<file path="src/rtl/apb4_cmd_master.sv">
// APB4 master that turns a valid/ready command into one APB4 transfer
// and returns the outcome (data, slave error, timeout) on a response handshake.
module apb4_cmd_master #(
    parameter int ADDRWIDTH = 12,
    parameter int TIMEOUT   = 16
) (
    input  logic                 pclk,
    input  logic                 preset,

    input  logic                 cmd_valid,
    output logic                 cmd_ready,
    input  logic                 cmd_write,
    input  logic [ADDRWIDTH-1:0] cmd_addr,
    input  logic [31:0]          cmd_wdata,
    input  logic [3:0]           cmd_strb,

    output logic                 rsp_valid,
    input  logic                 rsp_ready,
    output logic [31:0]          rsp_rdata,
    output logic                 rsp_err,
    output logic                 rsp_timeout,

    output logic                 psel,
    output logic [ADDRWIDTH-1:0] paddr,
    output logic                 penable,
    output logic                 pwrite,
    output logic [31:0]          pwdata,
    output logic [3:0]           pstrb,
    input  logic [31:0]          prdata,
    input  logic                 pready,
    input  logic                 pslverr
);

    typedef enum logic [1:0] {
        IDLE   = 2'd0,
        SETUP  = 2'd1,
        ACCESS = 2'd2,
        RESP   = 2'd3
    } state_t;

    // Wait-count value seen during the last allowed ACCESS cycle.
    localparam logic [7:0] TO_LAST = 8'((TIMEOUT == 0) ? 0 : TIMEOUT - 1);

    state_t     state;
    state_t     state_nxt;
    logic [7:0] wait_cnt;
    logic       accept;
    logic       in_access;
    logic       access_done;
    logic       timeout_hit;

    assign accept      = cmd_valid && (state == IDLE);
    assign in_access   = (state == ACCESS);
    assign access_done = in_access && pready;
    assign timeout_hit = (TIMEOUT != 0) && in_access && !pready && (wait_cnt == TO_LAST);

    // NOTE: sequential state uses non-blocking assignments so every flop
    // samples pre-edge values regardless of process evaluation order.
    always_ff @(posedge pclk) begin
        if (preset) begin
            state <= IDLE;
        end else begin
            state <= state_nxt;
        end
    end

    // NOTE: the default assignment first keeps every path assigned, so no
    // latch is inferred when a case arm leaves state_nxt untouched.
    always_comb begin
        state_nxt = state;
        case (state)
            IDLE:    if (cmd_valid) state_nxt = SETUP;
            SETUP:   state_nxt = ACCESS;
            ACCESS:  if (pready || timeout_hit) state_nxt = RESP;
            RESP:    if (rsp_ready) state_nxt = IDLE;
            default: state_nxt = IDLE;
        endcase
    end

    always_comb begin
        cmd_ready = (state == IDLE);
        psel      = (state == SETUP) || (state == ACCESS);
        penable   = (state == ACCESS);
        rsp_valid = (state == RESP);
    end

    // Transfer attributes are captured once at accept and held until the
    // next accept; read transfers carry no data and no byte strobes.
    always_ff @(posedge pclk) begin
        if (preset) begin
            paddr  <= '0;
            pwrite <= 1'b0;
            pwdata <= '0;
            pstrb  <= '0;
        end else if (accept) begin
            paddr  <= cmd_addr;
            pwrite <= cmd_write;
            pwdata <= cmd_write ? cmd_wdata : 32'd0;
            pstrb  <= cmd_write ? cmd_strb : 4'd0;
        end
    end

    // SETUP is the only way into ACCESS, so clearing there starts each
    // transfer's wait count from zero.
    always_ff @(posedge pclk) begin
        if (preset) begin
            wait_cnt <= '0;
        end else if (state == SETUP) begin
            wait_cnt <= '0;
        end else if (in_access && !pready) begin
            wait_cnt <= wait_cnt + 8'd1;
        end
    end

    // Response payload is written only when ACCESS ends and then held
    // through RESP; slave inputs are never looked at outside ACCESS.
    always_ff @(posedge pclk) begin
        if (preset) begin
            rsp_rdata   <= '0;
            rsp_err     <= 1'b0;
            rsp_timeout <= 1'b0;
        end else if (access_done) begin
            rsp_rdata   <= pwrite ? 32'd0 : prdata;
            rsp_err     <= pslverr;
            rsp_timeout <= 1'b0;
        end else if (timeout_hit) begin
            rsp_rdata   <= '0;
            rsp_err     <= 1'b1;
            rsp_timeout <= 1'b1;
        end
    end

endmodule

</file>
<file path="config.mk">
export PLATFORM = sky130hd
export DESIGN_NAME = apb4_cmd_master
export DESIGN_NICKNAME = d
export VERILOG_FILES = /design/src/rtl/apb4_cmd_master.sv
export SDC_FILE = /design/constraint.sdc
export NUM_CORES = 1
export LEC_CHECK = 0
export CAP_MARGIN = 30
export CORE_MARGIN = 2
export CORE_UTILIZATION = 35
export DETAILED_ROUTE_END_ITERATION = 6
export GPL_TIMING_DRIVEN = 0
export PLACE_DENSITY = 0.75
export SLEW_MARGIN = 10
export SYNTH_ARGS = -nofsm -noshare
export SYNTH_HDL_FRONTEND = slang
export SYNTH_SLANG_ARGS = --single-unit
export TNS_END_PERCENT = 20
</file>
<file path="constraint.sdc">
create_clock -name pclk -period 1.6 [get_ports pclk]
set_input_delay 0.32 -clock pclk [delete_from_list [all_inputs] [get_ports pclk]]
set_output_delay 0.32 -clock pclk [all_outputs]
set_load 0.005 [all_outputs]
</file>
* After elaboration in Yosys (flattened, before gate mapping)
Cells that the tools add are included.
Operators by class: mux-type cells 11, reduce and logical (&&, ||, !) cells 12, add/sub/neg operators 1, equality and inequality tests 7
Operators with widths (count):
- $mux W32 | 4
- $add A8 B1 Y8 const B | 1
- $eq A8 B4 Y1 const B | 1
- $pmux W2 S4 | 1
- $mux W2 | 3
- $eq A2 B2 Y1 const B | 2
- $logic_and A1 B1 Y1 | 4
- $mux W4 | 1
- $ne A2 B1 Y1 const B | 2
- $reduce_or A2 Y1 | 2
- $reduce_and A3 Y1 | 1
- $eq A2 B1 Y1 const B | 1
- $logic_not A2 Y1 | 1
- $logic_or A1 B1 Y1 | 2
- $mux W1 | 2
- $ne A2 B2 Y1 const B | 1
- $reduce_bool A2 Y1 | 1
- $logic_not A1 Y1 | 1
Word-level totals: output and inout bits 87, register bits after elaboration 93

* Logic depth before layout (Yosys ltp)
Gate-level depths: netlist of run 1.
depth after elaboration 6, mapped depth 8, gate-level depth less buffers 6

* Worst setup path before layout of run 1
No wires, ideal clock.
path kind register to register, start point register state[0], end point register paddr[10], clock period less this slack 1.692 ns, setup time 0.070 ns, required time 1.530 ns, setup slack -0.092 ns, arrival 1.622 ns, buffers on the path 3, stages on the path, launching flop included 9, cells stage by stage dfxtp_1 > inv_1 > ha_1 > and2_1 > clkbuf_1 > clkbuf_1 > buf_1 > nand2_1 > a21oi_1
Between the ends: word-level cells in the longest chain between the ends 2
Ends and longest elaborated chain:
- start, declared | line 44 | state_t state;
- start signal, assigned | line 63 | state <= state_nxt;
- $logic_not A2 Y1
- net cmd_ready | line 11 | output logic cmd_ready,
- $logic_and A1 B1 Y1 | line 52 | assign accept = cmd_valid && (state == IDLE);
- end signal, assigned | line 96 | paddr <= cmd_addr;
- end, declared | line 24 | output logic [ADDRWIDTH-1:0] paddr,
The timed path passes the listed nets, and every way through them passes these cells. A chain may end at the register's enable or synchronous reset.

* Final worst setup path of run 1
start point register wait_cnt[7], end point register rsp_rdata[20]
Between the ends: word-level cells in the longest chain between the ends 3
Ends and longest elaborated chain:
- start, declared | line 46 | logic [7:0] wait_cnt;
- start signal, assigned | line 111 | wait_cnt <= wait_cnt + 8'd1;
- $eq A8 B4 Y1 | line 55 | assign timeout_hit = (TIMEOUT != 0) && in_access && !pready && (wait_cnt == TO_LAST);
- $logic_and A1 B1 Y1 | line 55
- $reduce_bool A2 Y1 (no line)
- end signal, assigned | line 123 | rsp_rdata <= pwrite ? 32'd0 : prdata;
- end, declared | line 19 | output logic [31:0] rsp_rdata,
No other way between the ends.

==> results by group, run 1 <==
Route
  – Post-route ant nets: 0
  – Via-per-instance ratio: 4.814
  – Avg WL per Cell: 14.29 µm
  – Initial DRC count: 69
  – 1st-pass router iterations: 5
  – Remaining DRCs: 0
  – Routed WL: 9.772 mm
  – Vias: 3,293

Hold path
  – Hold Path End: pwdata[11]
  – Min-Delay Startpoint: cmd_write
  – WHS Path Cells: 3
  – Worst hold path class: in2reg

Finish
  – Fraction of final layout cells sized beyond drive strength 1: between 10 and 15%
  – Syn-to-layout area delta: 67.57%
  – # diodes: 0
  – Nets: 643
  – Fin util: about three fifths
  – Fin area: 0.005592 mm²
  – Fill count: slightly above 800

Die
  – Die Span X: 101.6 µm
  – Num rows: 35
  – Die ar.: 0.01033 mm²
  – Core area: 0.009240 mm²
  – Die H: 101.6 µm
  – I/O pins: 174
  – Starting density of the core: 36.11%

STA
  – Worst Skew: 0.01162 ns
  – Unrepaired setup endpoints after global routing: yes
  – Period Utilization, post-route: 109.4%
  – Max Clk Rate: between 0.5 and 0.6 GHz
  – Final Max Tran Viols: 0
  – Setup-failing EPs final: 35
  – Period minus WS final: around 1.8 ns
  – Fin. Hold Viols: 0
  – Setup ws final: -0.1512 ns
  – Slew at the pin closest to its max-slew limit: ~0.49 ns
  – Worst rel slew slack: around two thirds

Synthesis
  – Post-synth EDFFs: 0
  – Count leader, synth: dfxtp_1
  – Post-Syn Nets: about 450
  – Sequential area share after synthesis: 55.79%
  – Mapped cell area: 0.003337 mm²
  – Area leader, netlist: dfxtp_1
  – Asr flop ratio synth: 0%
  – Post-synth cell types: 31
  – Area share of the largest cell type after synthesis: 55.79%
  – Yosys reg bits: 93
  – Mapped Cells: 360
  – Area contributors post-synth: dfxtp_1 (56%), a22o_1 (8.1%), a21oi_1 (7.9%)
  – Avg Cell Area, Syn: 9.269 µm²
  – Most frequent cells after synthesis: dfxtp_1 (93), nand2_1 (67), a21oi_1 (53)
  – Primary FF master, synth: dfxtp_1
  – Yosys warnings: 0

Clock tree
  – CTS tree: done
  – CTS H-Tree Depth: 3
  – Later-pin clock latency in the skew report: 0.34 ns
  – Clock transition at path regs: 0.09 ns
  – Hold-fix buffers, CTS: 0
  – CTS root buf: clkbuf_8
  – CTS max path bufs: 2
  – Sink Count: 93
  – Num CTS Buffers: 9

Global routing
  – Largest net degree at the start of global routing: 16
  – Initial antenna violation count: 0
  – Total congestion overflow: 0
  – First-pass GRT wire length: 15.31 mm
  – Vias in the first global route: 3,251
  – GR Util All Layers: 18.51%

Critical path
  – Crit-path max FO: 10
  – Largest delay share family, worst path: simple AND/OR/NAND/NOR gates
  – Crit start category: register
  – R2R Setup Slk: -0.15 ns
  – Setup CP Type: reg2reg
  – Crit path DAT: 1.98 ns
  – CP Capture Type: register
  – Worst r2r dst: rsp_rdata[20]
  – Crit path buffers/inverters: 1
  – Worst path cell trace: or4_4 > nor4b_4 > a211oi_4 > buf_6 > a22o_1
  – Max incr delay on CP: 0.55 ns
  – Data required time at the worst endpoint: 1.83 ns
  – R2R Path Start: wait_cnt[7]
  – CP max-delay cell: or4_4
  – R2r worst-path depth: 5

Place
  – DP Area: ~0.0052 mm²
  – HPWL after detailed placement: 7.402 mm
  – Final GP Congestion: 0.7348
  – Port Buffers: 172

Run
  – Max-cap violations: 0

Pwr
  – Pwr Total: 6.560 mW
  – Static Leakage: 2.051 nW
  – Cell Pwr Density: 1173 mW/mm²
  – Worst VDD drop: roughly 0.55 mV

Status
  – Violated checks: setup timing
  – Status: complete, but fails checks
[how the worst max path moves through the flow]
stage | start | to | slack, ns | depth (start not counted)
final | wait_cnt[7] | rsp_rdata[20] | -0.15 | 5
after global routing | wait_cnt[7] | rsp_rdata[15] | -0.21 | 5
after CTS | wait_cnt[7] | rsp_rdata[20] | -0.20 | 5
after detailed placement | pready | rsp_rdata[26] | -0.55 | 5
after global placement | pready | rsp_rdata[24] | -0.50 | 5
after floorplan | wait_cnt[4] | rsp_rdata[10] | -0.05 | 5
[what timing repair did]
action	CTS	global route
pin swaps	4	2
cloned	1	0
setup endpoints to repair	95	61
gates resized for setup	35	8
setup buffers	6	0
[state kept, by name, summed over array words and instances, names as in the netlist]
| signal | flops |
|---|---|
| pwdata | 32 |
| rsp_rdata | 32 |
| paddr | 12 |
| wait_cnt | 8 |
| pstrb | 4 |
| state | 2 |
| pwrite | 1 |
| rsp_err | 1 |
| rsp_timeout | 1 |
[worst register-to-register path: stages (launching register included)]
cell      delay [ns]
dfxtp_2         0.33
or4_4           0.55
nor4b_4         0.31
a211oi_4        0.11
buf_6           0.17
a22o_1          0.19
[power by group]
part / switching, mW / internal [mW]
logic: 1.00 / 1.19
registers: 0.163 / 2.60
clock network: 0.795 / 0.808
[logic make-up after synthesis]
family                   share of synthesized area, %
AND/OR/NAND/NOR                                 17.47
AO/OA/AOI/OAI                                   18.11
flip-flops                                      55.79
buffers and inverters                           4.499
XOR/XNOR                                        1.575
adder cells (fa/ha/maj)                         2.250
multiplexers                                   0.3000
[stage by stage]
step | instances | setup slack, ns | hold slack, ns | TNS [ns]
2_1_floorplan | 360 | -0.05384 | 0.4190 | -1.664
3_3_place_gp | 661 | -0.4998 | 0.4384 | -31.25
3_5_place_dp | 661 | -0.5512 | 0.4439 | -35.82
4_1_cts | 684 | -0.2037 | 0.4209 | -5.824
5_1_grt | 684 | -0.2108 | 0.4600 | -6.268
6_report | 684 | -0.1512 | 0.4208 | -4.031
[placed cells by master (no fill, tap or decap), drive strengths merged]
master         netlist  final
clkdlybuf4s50        0    167
dfxtp               93     93
nand2               67     67
a21oi               53     53
nand3               40     40
a22o                32     32
clkbuf              20     29
buf                  9     18
nor2                 9      9
ha                   6      6
xor2                 4      4
dlygate4sd2          0      4
inv                  4      4
o21ai                3      3
a211oi               3      3
nand4                2      2
xnor2                2      2
clkinvlp             0      2
nor3                 2      2
clkinv               0      2
and2                 1      1
or2                  1      1
and3                 1      1
nor2b                1      1
nand4b               1      1
or3                  1      1
mux2i                1      1
or4                  1      1
nor4b                1      1
a22oi                1      1
a21o                 1      1
bufinv               0      1
dlymetal6s2s         0      1
[routing by layer]
metal	track usage [%]	part of all wire, %
met1	20.36	40
met2	33.60	49
met3	6.142	9.0
met4	5.613	1.4
met5	0	0
[area by class of cell]
type	count	area, µm²	share of cell area, %
Tap cell	129	161.4	2.887
Buffer	29	165.2	2.954
Inverter	4	20.02	0.3580
Sequential cell	93	1868	33.41
Timing Repair Buffer	179	1779	31.82
Clock buffer	11	151.4	2.708
Multi-Input combinational cell	234	1388	24.82
Clock inverter	5	58.81	1.052
Note: power is estimated with default switching activity, not from simulation.
==> run 2, diff against run 1 <==
CORE_UTILIZATION = 37   (was 35)
CTS_BUF_LIST = sky130_fd_sc_hd__clkbuf_8   (was unset)
PLACE_DENSITY = 0.79   (was 0.75)
==> results by group, run 2 (synthesized netlist as in run 1, its figures left out) <==
STA
  – Period minus WS final: 1.797 ns (+0.04537 ns)
  – Unrepaired setup endpoints after global routing: yes
  – Fin. Hold Viols: 0 (unchanged)
  – Period Utilization, post-route: 112.3% (+2.8 points)
  – Setup ws final: -0.1966 ns (-0.04537 ns)
  – Max Clk Rate: 0.5566 GHz (-2.5%)
  – Worst rel slew slack: 68.62% (+1.6 points)
  – Worst Skew: 0.01059 ns (-0.001036 ns)
  – Setup TNS: -5.756 ns (-1.725 ns)
  – Slew at the pin closest to its max-slew limit: 0.4706 ns (-0.02347 ns)
  – Setup-failing EPs final: 33 (-5.7%)
  – Final Max Tran Viols: 0 (unchanged)

Finish
  – Fraction of final layout cells sized beyond drive strength 1: 10.09% (unchanged)
  – Most frequent cells in the layout: clkdlybuf4s50_1 (164), dfxtp_1 (87), nand2_1 (67)
  – Fin cells: 663 (-3.1%)
  – Commonest non-fill, non-tap cell in the layout: clkdlybuf4s50_1
  – Biggest registers after layout: pwdata x32, rsp_rdata x32, paddr x12
  – Nets: 643 (unchanged)
  – Fin area: 0.005587 mm² (about the same)
  – # diodes: 0 (unchanged)
  – Syn-to-layout area delta: 67.42% (about the same)

Clock tree
  – CTS H-Tree Depth: 3 (unchanged)
  – CTS root buf: clkbuf_8
  – Clock transition at path regs: 0.10 ns (about the same)
  – Sink Count: 93 (unchanged)
  – Hold-fix buffers, CTS: 0 (unchanged)
  – CTS tree: done
  – Num CTS Buffers: 9 (unchanged)
  – Later-pin clock latency in the skew report: 0.35 ns (about the same)
  – CTS max path bufs: 2 (unchanged)

Place
  – DP Area: 0.005200 mm² (-0.50%)
  – Final GP Congestion: 0.7579 (+3.1%)
  – Placed cell count: 640 (-3.2%)
  – Port Buffers: 172 (unchanged)
  – HPWL after detailed placement: 7.338 mm (-0.87%)

Global routing
  – Largest net degree at the start of global routing: 17 (+1)
  – Initial antenna violation count: 0 (unchanged)
  – First-pass GRT wire length: 15.77 mm (+3.0%)
  – GR Util All Layers: 19.89% (+1.4 points)
  – Vias in the first global route: 3,366 (+3.5%)
  – Total congestion overflow: 0 (unchanged)

Pwr
  – Psw: 1.968 mW (+0.29%)
  – Clock power share: 26.3% (+1.9 points)
  – Sw Share: 29.36% (-0.55 points)
  – Static Leakage: 2.114 nW (+3.1%)
  – Comb pwr share: 32.5% (-0.9 points)
  – Worst VDD drop: 0.7714 mV (+40%)
  – Cell Pwr Density: 1200 mW/mm² (+2.3%)
  – Reg power frac: 41.2% (-0.9 points)
  – Int Pwr: 4.735 mW (+3.0%)

Route
  – Via-per-instance ratio: 4.980 (+3.4%)
  – Initial DRC count: 96 (+39%)
  – Remaining DRCs: 0 (unchanged)
  – 1st-pass router iterations: 4 (-1)
  – Routed WL: 9.759 mm (-0.13%)
  – Post-route ant nets: 0 (unchanged)
  – Vias: 3,302 (+0.27%)
  – Avg WL per Cell: 14.72 µm (+3.0%)

Critical path
  – Max incr delay on CP: 0.56 ns (about the same)
  – CP Launch Point: wait_cnt[7]
  – Crit path buffers/inverters: 1 (unchanged)
  – R2R Setup Slk: -0.20 ns (-0.05 ns)
  – CP Capture Type: register
  – R2R Path Start: wait_cnt[7]
  – Crit-path max FO: 10 (unchanged)
  – Crit start category: register
  – Data required time at the worst endpoint: 1.84 ns (about the same)
  – Setup CP Type: reg2reg
  – Crit path DAT: 2.04 ns (+0.06 ns)
  – CP max-delay cell: or4_4
  – Largest delay share family, worst path: simple AND/OR/NAND/NOR gates
  – Worst path cell trace: or4_4 > nor4b_4 > a211oi_4 > buf_6 > a22o_1

Die
  – Die H: 98.97 µm (-2.6%)
  – Num rows: 34 (-2.9%)
  – Core area: 0.008721 mm² (-5.6%)
  – Starting density of the core: 38.26% (+2.2 points)
  – Die ar.: 0.009794 mm² (-5.2%)
  – I/O pins: 174 (unchanged)
  – Die Span X: 98.97 µm (-2.6%)

Hold path
  – Min-Delay Startpoint: cmd_write
  – Worst hold path class: in2reg

Status
  – Violated checks: setup timing
  – Status: complete, but fails checks

Run
  – Max-cap violations: 0 (unchanged)
-- run 2: cell types whose count changed in the layout (fill, tap and decap cells not counted), moves of 2 or more --
cell | before | now
clkinvlp_4 | 2 | 0
dlygate4sd2_1 | 4 | 1
inv_6 | 0 | 3
clkdlybuf4s15_1 | 0 | 3
dlymetal6s2s_1 | 1 | 4
clkdlybuf4s50_1 | 167 | 164
-- run 2: worst paths after layout --
kind,to,cells past startpoint
max,rsp_rdata[21],5
min,pwdata[11],3
max reg2reg,rsp_rdata[21],5
min reg2reg,pstrb[2],2
-- run 2: power by group through the flow --
| stage | combinational, mW | clock, mW | sequential (mW) |
|---|---|---|---|
| floorplan | 0.881 | 0 | 2.81 |
| global placement | 1.94 | 0 | 2.79 |
| detailed placement | 1.97 | 0 | 2.80 |
| CTS | 2.19 | 1.84 | 2.76 |
| global route | 2.41 | 1.92 | 2.79 |
| finish | 2.18 | 1.76 | 2.76 |
-- run 2: repair_timing --
action	CTS	global route
cloned	1	0
resized for setup	34	14
setup endpoints to repair	96	65
pin swaps	3	2
setup buffers	6	0
-- run 2: layout make-up --
class	instances	area [µm²]
fill	725	3134
sequential	93	1869
timing repair buffer	179	1787
multi-input combinational	234	1375
buffer	29	171.4
clock buffer	10	137.6
tap	108	135.1
clock inverter	6	91.34
inverter	4	20.02
-- run 2: worst min-delay path, cell delays in order --
cell and delay (ns):
clkbuf_1 0.22, nand3_1 0.13, a21oi_1 0.06
-- run 2: metal layers --
metal  GRT usage (%)  vias to the layer above  wire (µm)
met5               0                        -          0
met4           6.533                        0        134
met3           6.170                       14        837
met2           34.30                      133       4792
met1           23.52                     1530       3995
li1                -                     1625          -
-- run 2: stage by stage --
stage	worst slack, ns	total power, mW	hold slack [ns]	util, %
global route	-0.2661	7.122	0.4419	64.06
finish	-0.1966	6.702	0.4337	64.06
detailed placement	-0.5355	4.772	0.4452	59.63
CTS	-0.2024	6.783	0.4042	63.82
global placement	-0.5086	4.726	0.4388	59.63
floorplan	-0.05384	3.691	0.4190	-
